$ cat src/rtl/alu_request_arbiter.sv
// ============================================================================
//  Module   : alu_request_arbiter
//  Purpose  : Round-robin sharing of one combinational 32-bit ALU between two
//             valid/ready requesters, with a multi-cycle hold for multiply.
//  Revision : 1.0
// ============================================================================
`default_nettype none

module alu_request_arbiter #(
  parameter int unsigned MUL_CYCLES = 2
) (
  input  logic        clk,
  input  logic        rst_n,

  input  logic        Req0Valid,
  output logic        Req0Ready,
  input  logic [31:0] Req0A,
  input  logic [31:0] Req0B,
  input  logic [3:0]  Req0Op,

  input  logic        Req1Valid,
  output logic        Req1Ready,
  input  logic [31:0] Req1A,
  input  logic [31:0] Req1B,
  input  logic [3:0]  Req1Op,

  output logic        Rsp0Valid,
  input  logic        Rsp0Ready,
  output logic        Rsp1Valid,
  input  logic        Rsp1Ready,
  output logic [31:0] RspData,
  output logic        RspErr,

  output logic [31:0] AluA,
  output logic [31:0] AluB,
  output logic [3:0]  AluOp,
  input  logic [31:0] AluRes
);

  localparam logic [1:0] c_IDLE = 2'd0;
  localparam logic [1:0] c_EXEC = 2'd1;
  localparam logic [1:0] c_RESP = 2'd2;

  localparam logic [3:0] c_OP_MUL   = 4'b1110;
  localparam logic [3:0] c_MUL_LAST = 4'(MUL_CYCLES - 1);

  logic [1:0]  state_q,    state_d;
  logic        ptr_q,      ptr_d;      // 1: requester 1 wins a tie
  logic        owner_q,    owner_d;
  logic [3:0]  cnt_q,      cnt_d;
  logic [31:0] alu_a_q,    alu_a_d;
  logic [31:0] alu_b_q,    alu_b_d;
  logic [3:0]  alu_op_q,   alu_op_d;
  logic [31:0] rsp_data_q, rsp_data_d;
  logic        rsp_err_q,  rsp_err_d;

  logic        grant0;
  logic        grant1;
  logic        accept0;
  logic        accept1;
  logic [3:0]  win_op;
  logic        op_legal;

  function automatic logic is_legal(input logic [3:0] op);
    case (op)
      4'b0000, 4'b1000, 4'b0001, 4'b0010, 4'b0011, 4'b0100,
      4'b0101, 4'b1101, 4'b0110, 4'b0111, 4'b1110: is_legal = 1'b1;
      default:                                    is_legal = 1'b0;
    endcase
  endfunction

  always_comb begin
    grant0 = Req0Valid & (~Req1Valid | ~ptr_q);
    grant1 = Req1Valid & (~Req0Valid |  ptr_q);
  end

  // Ready is masked while reset is asserted so nothing is handed over that
  // the reset edge would then discard.
  assign Req0Ready = rst_n & (state_q == c_IDLE) & grant0;
  assign Req1Ready = rst_n & (state_q == c_IDLE) & grant1;

  assign accept0 = Req0Valid & Req0Ready;
  assign accept1 = Req1Valid & Req1Ready;
  assign win_op  = accept1 ? Req1Op : Req0Op;
  assign op_legal = is_legal(alu_op_q);

  always_comb begin
    state_d    = state_q;
    ptr_d      = ptr_q;
    owner_d    = owner_q;
    cnt_d      = cnt_q;
    alu_a_d    = alu_a_q;
    alu_b_d    = alu_b_q;
    alu_op_d   = alu_op_q;
    rsp_data_d = rsp_data_q;
    rsp_err_d  = rsp_err_q;

    case (state_q)
      c_IDLE: begin
        if (accept0 | accept1) begin
          alu_a_d  = accept1 ? Req1A : Req0A;
          alu_b_d  = accept1 ? Req1B : Req0B;
          alu_op_d = win_op;
          owner_d  = accept1;
          ptr_d    = ~accept1;
          cnt_d    = (win_op == c_OP_MUL) ? c_MUL_LAST : 4'd0;
          state_d  = c_EXEC;
        end
      end

      c_EXEC: begin
        if (cnt_q == 4'd0) begin
          rsp_data_d = op_legal ? AluRes : 32'd0;
          rsp_err_d  = ~op_legal;
          state_d    = c_RESP;
        end else begin
          cnt_d = cnt_q - 4'd1;
        end
      end

      c_RESP: begin
        if (owner_q ? Rsp1Ready : Rsp0Ready) begin
          state_d = c_IDLE;
        end
      end

      default: state_d = c_IDLE;
    endcase
  end

  always_ff @(posedge clk) begin
    if (!rst_n) begin
      state_q    <= c_IDLE;
      ptr_q      <= 1'b0;
      owner_q    <= 1'b0;
      cnt_q      <= 4'd0;
      alu_a_q    <= 32'd0;
      alu_b_q    <= 32'd0;
      alu_op_q   <= 4'd0;
      rsp_data_q <= 32'd0;
      rsp_err_q  <= 1'b0;
    end else begin
      state_q    <= state_d;
      ptr_q      <= ptr_d;
      owner_q    <= owner_d;
      cnt_q      <= cnt_d;
      alu_a_q    <= alu_a_d;
      alu_b_q    <= alu_b_d;
      alu_op_q   <= alu_op_d;
      rsp_data_q <= rsp_data_d;
      rsp_err_q  <= rsp_err_d;
    end
  end

  assign Rsp0Valid = (state_q == c_RESP) & ~owner_q;
  assign Rsp1Valid = (state_q == c_RESP) &  owner_q;
  assign RspData   = rsp_data_q;
  assign RspErr    = rsp_err_q;
  assign AluA      = alu_a_q;
  assign AluB      = alu_b_q;
  assign AluOp     = alu_op_q;

endmodule

`default_nettype wire

$ cat config.mk
export PLATFORM = sky130hd
export DESIGN_NAME = alu_request_arbiter
export DESIGN_NICKNAME = d
export VERILOG_FILES = /design/src/rtl/alu_request_arbiter.sv
export SDC_FILE = /design/constraint.sdc
export NUM_CORES = 1
export LEC_CHECK = 0
export ABC_CLOCK_PERIOD_IN_PS = 2710
export CORE_AREA = 4 4 114 116
export CTS_CLUSTER_SIZE = 20
export DETAILED_ROUTE_END_ITERATION = 10
export DIE_AREA = 0 0 118 120
export PLACE_DENSITY_LB_ADDON = 0.08
export SYNTH_ARGS = -nofsm -noshare
export SYNTH_HDL_FRONTEND = slang
export SYNTH_SLANG_ARGS = --single-unit
$ cat constraint.sdc
create_clock -name clk -period 2.71 [get_ports clk]
set_clock_uncertainty 0.1 [all_clocks]
set_input_delay 0.542 -clock clk [delete_from_list [all_inputs] [get_ports clk]]
set_output_delay 0.542 -clock clk [all_outputs]
set_load 0.01 [all_outputs]
Word-level counts from Yosys, hierarchy flattened
Memories as Yosys holds them, arrays and structs flattened. A register that Yosys moved wholly into a read port is not among the register bits.
Cells that the tools add are included.
{"block": "totals", "mem_bits_ro": 16, "n_memories": 1, "latch_bits": 0, "regBits": 109, "ram_bits": 0, "input_bits": 174, "out_inout_bits": 105}
{"block": "op_classes", "bitwise_logic": 18, "n_addsub": 1, "eq_ne": 7, "magnitude_cmp": 0, "muxes": 15, "n_reduce_logical": 7, "div": 0, "shifts": 0, "mul": 0}
{"name": "(name not given)", "words": 16, "word_bits": 1, "read_ports": 1, "rd_clocked_by_memory_dff": 1, "wr": 0, "line_no": "65", "rtl": "case (op)"}
{"operator": "2-to-1 mux 32 bit", "count": 3}
{"operator": "2-to-1 mux 4 bit", "count": 5}
{"operator": "AND 1 bit", "count": 9}
{"operator": "case mux 4 bit (2 select lines)", "count": 1}
{"operator": "2-to-1 mux 2 bit", "count": 3}
{"operator": "!= test 2 bit (second input constant)", "count": 3}
{"operator": "inverter 1 bit", "count": 6}
{"operator": "case mux 2 bit (3 select lines)", "count": 1}
{"operator": "AND reduction 3 bit", "count": 2}
{"operator": "equality test 4 bit (second input constant)", "count": 1}
{"operator": "logical NOT 4 bit", "count": 1}
{"operator": "AND reduction 2 bit", "count": 2}
{"operator": "subtractor 4 x 1 -> 4 bit (second input constant)", "count": 1}
{"operator": "OR 1 bit", "count": 3}
{"operator": "equality test 2 x 1 -> 1 bit (second input constant)", "count": 1}
{"operator": "equality test 2 bit (second input constant)", "count": 1}
{"operator": "logical NOT 2 bit", "count": 1}
{"operator": "2-to-1 mux 1 bit", "count": 2}
{"operator": "!= test 2 x 1 -> 1 bit (second input constant)", "count": 1}
{"operator": "nonzero test 2 bit", "count": 1}

Longest topological paths before layout
Gate-level depths: netlist of the first run.
{"block": "logic_depth", "depth_word": 10, "ltp_mapped": 11, "ltp_nobuf": 9}

Worst setup path before layout of the first run
Ideal clock, no wire load.
{"block": "synth_timing", "path_kind": "input to register", "from": "input port rst_n", "to": "register op_legal (netlist name)", "arrival_ns": 2.273, "path_stages": 11, "n_path_buf": 2, "required_time_ns": 2.531, "setup_slack_ns": 0.258, "cell_sequence": "buf_2 -> nor3b_4 -> nand2_2 -> inv_2 -> buf_6 -> nand2_1 -> a31o_2 -> ha_1 -> inv_1 -> a311o_1 -> o211ai_1"}
{"block": "synth_via", "elab_chain_len": 7}
{"element": "start, declared", "line_no": "13", "rtl": "input logic rst_n,"}
{"element": "AND 1 bit", "line_no": "79, 80"}
{"element": "AND 1 bit, on equally long branches", "line_no": "79, 80"}
{"element": "AND 1 bit, on equally long branches", "line_no": "82, 83"}
{"element": "OR 1 bit", "line_no": "100", "rtl": "if (accept0 | accept1) begin"}
{"element": "AND reduction 2 bit (no source line)"}
{"element": "2-to-1 mux 4 bit (no source line)"}
{"element": "2-to-1 mux 4 bit (no source line) (*)"}
Mark *: on every way between the ends. The rest lies on a longest branch, timed or not.
A chain may end at the register's enable or synchronous reset.

Worst setup path in the final report of the first run
{"block": "layout_timing", "from": "input port rst_n", "to": "output port Req0Ready"}
{"block": "layout_via", "elab_chain_len": 2}
{"element": "AND 1 bit (2 in a row)", "line_no": "79", "rtl": "assign Req0Ready = rst_n & (state_q == c_IDLE) & grant0;"}
{"element": "end, declared", "line_no": "16", "rtl": "output logic Req0Ready,"}
Every way passes these cells.

==> results of run 1 <==
==> sequential cells by signal (all words and copies together), names as in the netlist <==
name      count
AluA         32
AluOp         4
cnt_q         4
op_legal      1
owner_q       1
ptr_q         1
AluB         32
RspErr        1
RspData      32
state_q       2
==> layer usage <==
layer | vias up | share of wire (%) | track usage, %
met4 | 0 | 2.7 | 9.52
met5 | - | 0 | 0
met1 | 2232 | 37 | 22.6
li1 | 2360 | - | -
met2 | 211 | 50 | 38.9
met3 | 28 | 9.7 | 9.05
==> logic make-up after synthesis <==
family	after synthesis	synth area share, %
buffers and inverters	73	7.39
muxes	2	0.458
and+or+nand+nor	195	20.4
AOI/OAI and AO/OA	123	20.4
adders and majority gates	3	0.859
DFF	110	50.4
==> how the worst max path moves through the flow <==
| stage | from | endpoint | slack, ns | cells past startpoint |
|---|---|---|---|---|
| after global routing | rst_n | Req0Ready | 0.01 | 5 |
| after CTS | Req0Valid | Req0Ready | 0.006 | 5 |
| after detailed placement | Req0Valid | Req0Ready | -0.07 | 5 |
| final | rst_n | Req0Ready | 0.09 | 5 |
| after floorplan | rst_n | op_legal$_SDFF_PN1_ | 0.26 | 11 |
| after global placement | Req0Valid | Req0Ready | -0.05 | 5 |
==> power by group through the flow <==
stage	registers (mW)	clock network [mW]	logic, mW
final	1.92	1.69	1.22
after global routing	1.94	1.78	1.32
after CTS	1.91	1.72	1.23
after detailed placement	1.95	0	1.23
after global placement	1.94	0	1.21
after floorplan	2.01	0	0.422
==> critical path: cells and delay by family <==
family | cells | cell delay (ns)
buf+inv | 3 | 1.14
simple gates | 2 | 0.30
==> per-stage QoR <==
step | worst slack [ns] | hold slack (ns) | cells | TNS [ns]
finish | 0.0872 | 0.349 | 926 | 0
global placement | -0.0451 | 0.337 | 909 | -0.0575
floorplan | 0.258 | 0.339 | 506 | 0
detailed placement | -0.0734 | 0.344 | 909 | -0.154
global route | 0.0134 | 0.374 | 926 | 0
CTS | 0.00593 | 0.354 | 925 | 0
==> cells in the mapped netlist (all sizes together), types with 4 or more instances <==
| library cell | number | area share [%] |
|---|---|---|
| dfxtp | 110 | 50 |
| nand2 | 65 | 5.6 |
| nand3 | 61 | 7.0 |
| nor2 | 48 | 4.2 |
| a222oi | 40 | 9.2 |
| a21oi | 38 | 4.4 |
| inv | 29 | 2.5 |
| a31oi | 28 | 4.0 |
| clkbuf | 23 | 2.0 |
| buf | 21 | 2.9 |
| o21ai | 4 | 0.46 |
==> layout make-up <==
class | count | area share [%]
timing repair buffer | 301 | 38.4
sequential | 110 | 28.6
multi-input combinational | 323 | 24.1
clock buffer | 9 | 2.93
tap | 147 | 2.39
clock inverter | 7 | 2.08
inverter | 29 | 1.42
==> timing repair <==
action                                 4_1_cts  5_1_grt
pin swaps                                    0        0
resized for setup                            2        1
endpoints found under the hold margin        0        0
setup endpoints to repair                    2        1
buffers inserted                             0        1
cloned                                       0        0
==> results.md, run 1 <==
* Status: finished clean
* DRC at 0
* Diodes inserted at 0
* Post-DR wirelength/cell at between 15 and 20 µm
* CTS clk-pin slew, worst paths at 0.07 ns
* Die X at about 120 µm
* Setup crit start kind: primary input
* Io pins at around 280
* Crit path largest cell delay at between 0.5 and 0.6 ns
* Reg2Reg Depth at 11
* Final Total Pwr at ~4.8 mW
* Share of cells above drive strength 1 at around 6.8%
* Clock H-tree levels at 3
* Power per Cell Area at 628 nW/µm²
* Core Footprint at 11900 µm²
* DR vias at about 4800
* Fmax achieved at between 0.3 and 0.4 GHz
* Measured slew at the worst slew-check pin at roughly 0.6 ns
* Sequential share of power at about 40%
* Clk_lat worst skew at 0.34 ns
* Hold Crit Depth at 2
* RSZ-0062 raised after global routing: false
* DRT Wirelength at ~16000 µm
* Internal power at around 3.6 mW
* Register area at roughly 2200 µm²
* Vias per cell at around 5.2
* Total Die Area at between 10000 and 15000 µm²
* Peak supply drop at approximately 0.3 mV
* Antenna viol nets, final at 0
* Largest net degree at the start of global routing at a little under 60
* Worst r2r src: state_q[1]$_SDFFE_PN0P_
* Clock Tree Buf Depth at 2
* RR Endpoint: op_legal$_SDFF_PN1_
* DR iter-0 viols at 293
* Final Hold Fails at 0
* Number of global-route vias before repair at around 5000
* CTS Buf Count at 9
* Final HPWL DP at ~12000 µm
* CP max stage cell: clkdlybuf4s50_1
* Leakage at 2.96 nW
* Final setup viols at 0
* Gr usage total at ~22%
* Reg-to-reg slack, setup at around 0.57 ns
* Final Util at approximately 65%
* WP data arrival at just under 2 ns
* Placed cell area at 7290 µm²
* Synthesized area at approximately 4400 µm²
* PortBufs at 278
* Root Buffer: clkbuf_16
* HP Start: RspData[19]$_SDFFE_PN0P_
* Post-Syn Area per Cell at between 8 and 9 µm²
* Filler cell count at about 1000
* Most common cell after layout, fill and taps aside: clkdlybuf4s50_1
* Tcrit/Tclk final at 96.8%
* Worst slew margin at between 60% and 70%
* Commonest cells after routing, fill and taps aside: 277 x clkdlybuf4s50_1, 110 x dfxtp_1, 64 x nand2_1
* Top_reg_cell synth: dfxtp_1
* Clock share of power at approximately a third
* Async set or reset register ratio after synthesis at 0%
* Hold endpoint: RspData[19]$_SDFFE_PN0P_
* Clock Sinks at 110
* Register bit total from synthesis at 110
* DIE HEIGHT at 120 µm
* Worst setup EP type: primary output
* Rows at 40
* Initial antenna violation count at 0
* Yosys warns at 0
* Syn-to-layout area delta at 75.9%
* Syn Nets at between 600 and 700
* Post-route cell area at roughly 7700 µm²
* Final-stage net count at between 900 and 1000
* Fin. max-slew vios at 0
* DRT Pass-1 Iters at 7
* Period minus WS final at 2.62 ns
* Distinct cells, synth at 42
* Comb pwr share at 25.3%
* Total grt overflow at 0
* Tightest Hold Check Type: reg2reg
* Max-Cap Viols at 0
* First-pass GRT wire length at approximately 25000 µm
* CTS tree: yes
* Post-Syn Instances at 506
* GPL Wtd Cong at slightly below 0.8
* CP Data Required Time at 2.07 ns
* Starting Density at between 30% and 40%
* Psw at ~1.2 mW
* Hold-fix buffers, CTS at 0
* Sequential-to-total area share from yosys stat at about 50%
* CP Max Fanout at 5
* Multi-input logic area at approximately 1900 µm²
* Crit-path cells: clkdlybuf4s50_1, nor3b_4, nand2_2, inv_2, clkdlybuf4s50_1
* Most common cell on crit path: clkdlybuf4s50_1
* Post-synth EDFFs at 0
* Sw Share at 25.6%
* Crit Path Category: in2out
Note: power is estimated with default switching activity, not from simulation.
==> run 2: changes to the inputs <==
- CTS_CLUSTER_DIAMETER: not set -> 150
==> results of run 2 <==
Same layout as run 1: the final DEF is identical, and so are final timing and power.
